--- src/rtl/chaser_pkg.sv ---
// Shared types and constants for the rotating pattern chaser.
package chaser_pkg;

    typedef enum logic {
        IDLE = 1'b0,
        RUN  = 1'b1
    } state_t;

    localparam logic       DIR_LEFT  = 1'b0;
    localparam logic       DIR_RIGHT = 1'b1;
    localparam logic [1:0] LEG_LAST  = 2'd2;

endpackage

--- src/rtl/rotate_chaser_if.sv ---
// Control and status bundle of the chaser; master is the controller, slave the chaser.
// Handshake: no valid/ready pair; tick is the single-cycle strobe that marks a new pattern.
interface rotate_chaser_if #(
    parameter int DIV_W = 8
);
    import chaser_pkg::*;

    logic             load;
    logic [3:0]       load_pat;
    logic             dir_in;
    logic [1:0]       step;
    logic             bounce;
    logic [DIV_W-1:0] div;
    logic             start;
    logic             stop;
    logic [3:0]       pattern;
    logic             dir_out;
    logic             tick;
    logic             running;
    state_t           state;

    modport master (
        output load, load_pat, dir_in, step, bounce, div, start, stop,
        input  pattern, dir_out, tick, running, state
    );

    modport slave (
        input  load, load_pat, dir_in, step, bounce, div, start, stop,
        output pattern, dir_out, tick, running, state
    );

endinterface

--- src/rtl/barrel_shifter.sv ---
// 4-bit combinational rotator: dir 0 rotates left, dir 1 rotates right, by s places.
module barrel_shifter (
    input  logic [3:0] d,
    input  logic [1:0] s,
    input  logic       dir,
    output logic [3:0] y
);

    always_comb begin
        y = d;
        case (s)
            2'd1: y = dir ? {d[0],   d[3:1]} : {d[2:0], d[3]};
            2'd2: y = {d[1:0], d[3:2]};
            2'd3: y = dir ? {d[2:0], d[3]}   : {d[0],   d[3:1]};
            default: y = d;
        endcase
    end

endmodule

--- src/rtl/rotate_chaser.sv ---
// Pattern chaser: a prescaled tick writes the rotator output back into the pattern register,
// with optional ping-pong direction reversal every three rotations.
module rotate_chaser
    import chaser_pkg::*;
#(
    parameter int DIV_W = 8
) (
    input  logic          clk,
    input  logic          rst_n,
    rotate_chaser_if.slave bus
);

    state_t           state;
    logic [3:0]       pattern;
    logic             dir_r;
    logic             tick_r;
    logic [DIV_W-1:0] presc;
    logic [1:0]       leg;
    logic [3:0]       rotated;

    barrel_shifter u_shifter (
        .d   (pattern),
        .s   (bus.step),
        .dir (dir_r),
        .y   (rotated)
    );

    always_ff @(posedge clk) begin
        if (!rst_n) begin
            state   <= IDLE;
            pattern <= 4'b0000;
            dir_r   <= DIR_LEFT;
            tick_r  <= 1'b0;
            presc   <= '0;
            leg     <= 2'd0;
        end else if (bus.load) begin
            pattern <= bus.load_pat;
            dir_r   <= bus.dir_in;
            presc   <= '0;
            leg     <= 2'd0;
            tick_r  <= 1'b0;
        end else begin
            case (state)
                IDLE: begin
                    tick_r <= 1'b0;
                    if (bus.start && !bus.stop) begin
                        state <= RUN;
                        presc <= '0;
                    end
                end
                RUN: begin
                    if (bus.stop) begin
                        state  <= IDLE;
                        tick_r <= 1'b0;
                    end else begin
                        if (!bus.bounce) begin
                            leg <= 2'd0;
                        end
                        // >= so a live decrease of div cannot strand presc above it
                        if (presc >= bus.div) begin
                            pattern <= rotated;
                            tick_r  <= 1'b1;
                            presc   <= '0;
                            if (bus.bounce) begin
                                if (leg == LEG_LAST) begin
                                    leg   <= 2'd0;
                                    dir_r <= ~dir_r;
                                end else begin
                                    leg <= leg + 2'd1;
                                end
                            end
                        end else begin
                            presc  <= presc + 1'b1;
                            tick_r <= 1'b0;
                        end
                    end
                end
                default: state <= IDLE;
            endcase
        end
    end

    assign bus.pattern = pattern;
    assign bus.dir_out = dir_r;
    assign bus.tick    = tick_r;
    assign bus.running = (state == RUN);
    assign bus.state   = state;

endmodule

--- src/flat_wrapper.sv ---
// flat-port wrapper written by rule: the top's interface ports become plain ports
module rotate_chaser_flat import chaser_pkg::*;
#(
    parameter int DIV_W = 8
)
  (clk, rst_n, bus_load, bus_load_pat, bus_dir_in, bus_step, bus_bounce, bus_div, bus_start, bus_stop, bus_pattern, bus_dir_out, bus_tick, bus_running, bus_state);
  rotate_chaser_if #(.DIV_W(DIV_W)) bus_i ();
  input  logic clk;
  input  logic rst_n;
  input wire logic [$bits(bus_i.load)-1:0] bus_load;
  input wire logic [$bits(bus_i.load_pat)-1:0] bus_load_pat;
  input wire logic [$bits(bus_i.dir_in)-1:0] bus_dir_in;
  input wire logic [$bits(bus_i.step)-1:0] bus_step;
  input wire logic [$bits(bus_i.bounce)-1:0] bus_bounce;
  input wire logic [$bits(bus_i.div)-1:0] bus_div;
  input wire logic [$bits(bus_i.start)-1:0] bus_start;
  input wire logic [$bits(bus_i.stop)-1:0] bus_stop;
  output wire logic [$bits(bus_i.pattern)-1:0] bus_pattern;
  output wire logic [$bits(bus_i.dir_out)-1:0] bus_dir_out;
  output wire logic [$bits(bus_i.tick)-1:0] bus_tick;
  output wire logic [$bits(bus_i.running)-1:0] bus_running;
  output wire logic [$bits(bus_i.state)-1:0] bus_state;
  assign bus_i.load = bus_load;
  assign bus_i.load_pat = bus_load_pat;
  assign bus_i.dir_in = bus_dir_in;
  assign bus_i.step = bus_step;
  assign bus_i.bounce = bus_bounce;
  assign bus_i.div = bus_div;
  assign bus_i.start = bus_start;
  assign bus_i.stop = bus_stop;
  assign bus_pattern = bus_i.pattern;
  assign bus_dir_out = bus_i.dir_out;
  assign bus_tick = bus_i.tick;
  assign bus_running = bus_i.running;
  assign bus_state = bus_i.state;
  rotate_chaser #(.DIV_W(DIV_W)) u_core (.clk(clk), .rst_n(rst_n), .bus(bus_i));
endmodule
--- config.mk ---
export PLATFORM = sky130hd
export DESIGN_NAME = rotate_chaser_flat
export DESIGN_NICKNAME = d
export VERILOG_FILES = /design/src/rtl/chaser_pkg.sv /design/src/rtl/rotate_chaser_if.sv /design/src/rtl/barrel_shifter.sv /design/src/rtl/rotate_chaser.sv /design/src/flat_wrapper.sv
export SDC_FILE = /design/constraint.sdc
export NUM_CORES = 1
export LEC_CHECK = 0
export CAP_MARGIN = 5
export CORE_MARGIN = 10
export CORE_UTILIZATION = 35
export DETAILED_ROUTE_END_ITERATION = 8
export GPL_TIMING_DRIVEN = 1
export RECOVER_POWER = 25
export SLEW_MARGIN = 20
export SYNTH_ARGS = -nofsm -noshare
export SYNTH_HDL_FRONTEND = slang
export SYNTH_SLANG_ARGS = --single-unit
--- constraint.sdc ---
create_clock -name clk -period 1.8 [get_ports clk]
set_input_delay 0.45 -clock clk [delete_from_list [all_inputs] [get_ports clk]]
set_output_delay 0.45 -clock clk [all_outputs]
set_load 0.005 [all_outputs]
==> metrics list <==
* Status: completed
- Worst Setup Path Type: register to register
* Data arrival time of the critical path: 1.98 ns
* Cell area after synthesis: 1250 sq um
- Final Power: 817 uW
* Total clock sinks: 17
- The clock arrives with 0.00531 ns of skew.
- In the synthesized netlist, the number of instances is 157.
- Ranked by total cell area, the synthesized netlist is headed by dfxtp_1 27%, ha_1 9.0%, o221ai_1 5.6%.
- Overall via count from detail_route: 1,413
- Worst Setup End Kind: register
- Timing would allow up to 561 MHz.
- In the global route stage, met2 resource usage came out at 0.218.
* Final net count: 238
- Headroom to the max-slew limit came out at 0.726.
* Initial core utilization: 0.369
- Type of origin of the critical path: register
* Number of buffers added to fix hold violations after cts: 0
- The final number of hold-violating endpoints is 0.
- For this run, global-route usage on met1 was measured as 0.134.
- In this run the worst setup path begins at u_core.presc[1].
- Summed over all layers, the global routing overflow is 0.
* Most utilized layer in the global route result: met2
* Share of cells above drive strength 1: 0.353
- Final worst path period share: 0.990
* Shortest clock period the worst path allows after layout: 1.78 ns
- The routed design has 3820 microns of wire.
- Largest net degree at the start of global routing: 14
- During I/O placement, the number of pins put on the boundary was 29.
* Largest area contributor in the netlist: dfxtp_1
- At the end of routability-driven placement, the weighted congestion stood at 0.854.
- TritonCTS buffer count: 3
* Setup repair after global routing missed its margin: true
- Post-synth net total: 187
- From synthesis to final layout, the design area changed by 54.8%.
- After detailed routing, the average wire length per cell comes to 15.1 microns.
- Synthesis inferred 17 register bits.
- Wire length of the first global-routing pass: 6280 microns
- Crit path capture: u_core.bus.pattern[0]
- The first detailed-routing pass took 4 iterations.
* Leakage: 0.730 nW
- Total inserted antenna cells: 0
- Full die area: 6370 sq um
- The startpoint identified for the worst register-to-register timing path is u_core.presc[1].
- Slew at the pin with the worst max-slew slack: 0.411 ns
- Buffers placed on the I/O ports in this run total 28.
* Synth warn: 0
* DRC violations left: 0
- The endpoint identified for the worst register-to-register timing path is u_core.bus.pattern[0].
- Master cell of the clock root buffer: clkbuf_4
- Along the worst path, the maximum fanout reaches 4.
- Yosys mapped the design onto 36 distinct sky130hd cell types.
* Max-Cap Viols: 0
- VDD sags by at most 0.301 mV.
* Iter 0 DRT Violations: 97
* Source-to-sink clock delay at the later pin of the worst-skew pair: 0.29 ns
- At the worst endpoint, the required time is 1.99 ns.
* Most common cell after layout, fill and taps aside: buf_4
* Half-perimeter wire length of the detailed placement result: 2970 microns
- TritonCTS built the clock tree.
* Number of antenna violations at the first check in global routing: 0
* TNS Setup: 0 ns
- H-tree depth: 1
- Of the post-synthesis cell area, the dominant cell type holds 0.272.
* Worst reg-to-reg setup slack: 0.02 ns
- Total GRT Usage: 0.119
- For this run, the register share of the synthesized area comes to 0.272.
- In this run the standard cell core region covers 3390 sq um.
- Power density over cell area: 422 nW/um^2
- In the routed layout, each cell is associated on average with a via count of 5.58.
- Dividing the synthesized area by the synthesized cell count gives 7.97 sq um.
- Layout fillers: 311
* WHS Path Cells: 2
* Die height: 79.8 microns
* Most frequent cells in the layout: 24 x buf_4, 18 x clkdlybuf4s50_1, 16 x nand2_1
- The via count of the first global-routing pass came to 1,373.
* Width of the chip: 79.8 microns
- Final number of max-transition violations: 0
- ANT nets after route: 0
- The floorplan has 21 rows.
* Post-route core utilization: 0.571
- FF-to-FF path depth: 6
* Clock slew at the register clock pins of the worst setup and hold paths: 0.10 ns
* Global routing usage on met3: 0.0293
- The clock passes through at most 2 buffers.
- Type of the tightest min-delay check: register to register
- Setup violators final: 0
-- what timing repair did --
item | 4_1_cts | 5_1_grt
setup buffers | 1 | 0
gates resized for setup | 25 | 20
gates cloned | 0 | 1
pin swaps | 10 | 6
setup endpoints to repair | 17 | 17
-- per-layer routing --
metal	wire length, microns	up-vias	part of all wire
met3	224	4	0.059
met4	42	0	0.011
met1	1480	669	0.39
li1	-	700	-
met2	2070	40	0.54
met5	0	-	0
-- power breakdown --
part           switching [mW]  internal, mW  leakage, nW
clock                   0.126        0.0862       0.0150
sequential             0.0175         0.387        0.143
combinational          0.0843         0.116        0.572
total                   0.227         0.589        0.730
-- worst min path at each step --
stage / startpoint / slack, ns / to
6_report: u_core.presc[7] / 0.50 / u_core.presc[7]
5_1_grt: u_core.presc[7] / 0.54 / u_core.presc[7]
2_1_floorplan: u_core.presc[0] / 0.46 / u_core.presc[0]
4_1_cts: u_core.leg[1] / 0.53 / u_core.leg[1]
3_5_place_dp: u_core.presc[7] / 0.50 / u_core.presc[7]
3_3_place_gp: u_core.leg[1] / 0.49 / u_core.leg[1]
-- layout make-up --
| cell class | instances | area (sq um) | area share |
|---|---|---|---|
| multi-input combinational | 121 | 977 | 0.505 |
| timing repair buffer | 54 | 480 | 0.248 |
| sequential | 17 | 354 | 0.183 |
| tap | 46 | 57.6 | 0.0297 |
| inverter | 11 | 41.3 | 0.0213 |
| clock buffer | 4 | 26.3 | 0.0136 |
-- critical path, cell delays in order, from the launching register on --
cell and delay (ns):
dfxtp_2 0.36, ha_4 0.27, nor2b_4 0.15, o31ai_4 0.08, a211o_1 0.36, and3_4 0.20, o311a_1 0.27
-- sequential cells by signal, indices dropped and copies added, names as in the netlist --
register	flops
u_core.leg	2
u_core.bus.dir_out	1
u_core.bus.tick	1
u_core.bus.running	1
u_core.presc	8
u_core.bus.pattern	4
-- metrics by stage --
step | cell area (sq um) | std cells | hold WS [ns] | setup slack (ns)
after floorplan | 1320 | 157 | 0.462 | -0.00253
after global placement | 1780 | 247 | 0.493 | -0.560
after detailed placement | 1780 | 247 | 0.503 | -0.615
after CTS | 1890 | 252 | 0.527 | 0.00247
after global routing | 1940 | 253 | 0.539 | -0.0399
final | 1940 | 253 | 0.504 | 0.0180
-- Yosys cell counts (all sizes together) --
cell type	count
a31oi	6
nand4b	2
clkbuf	2
and3	5
o221ai	8
or2	2
a21oi	7
a22oi	1
o2bb2ai	4
a211o	1
nor3	4
nand2	16
or3	1
nand2b	7
nor2b	1
ha	9
inv	11
a21o	2
o21ai	5
o311a	4
o21bai	2
a211oi	7
o21a	2
nand3	7
dfxtp	17
o31ai	1
nor2	8
a32oi	1
buf	6
nand4	5
o2111a	1
o211ai	2
-- kinds of logic after synthesis --
logic type,synth area share
and+or+nand+nor,0.235
AOI/OAI and AO/OA,0.331
buffers and inverters,0.0720
DFF,0.272
adders and majority gates,0.0900
Power figures use the tool's default switching activity.
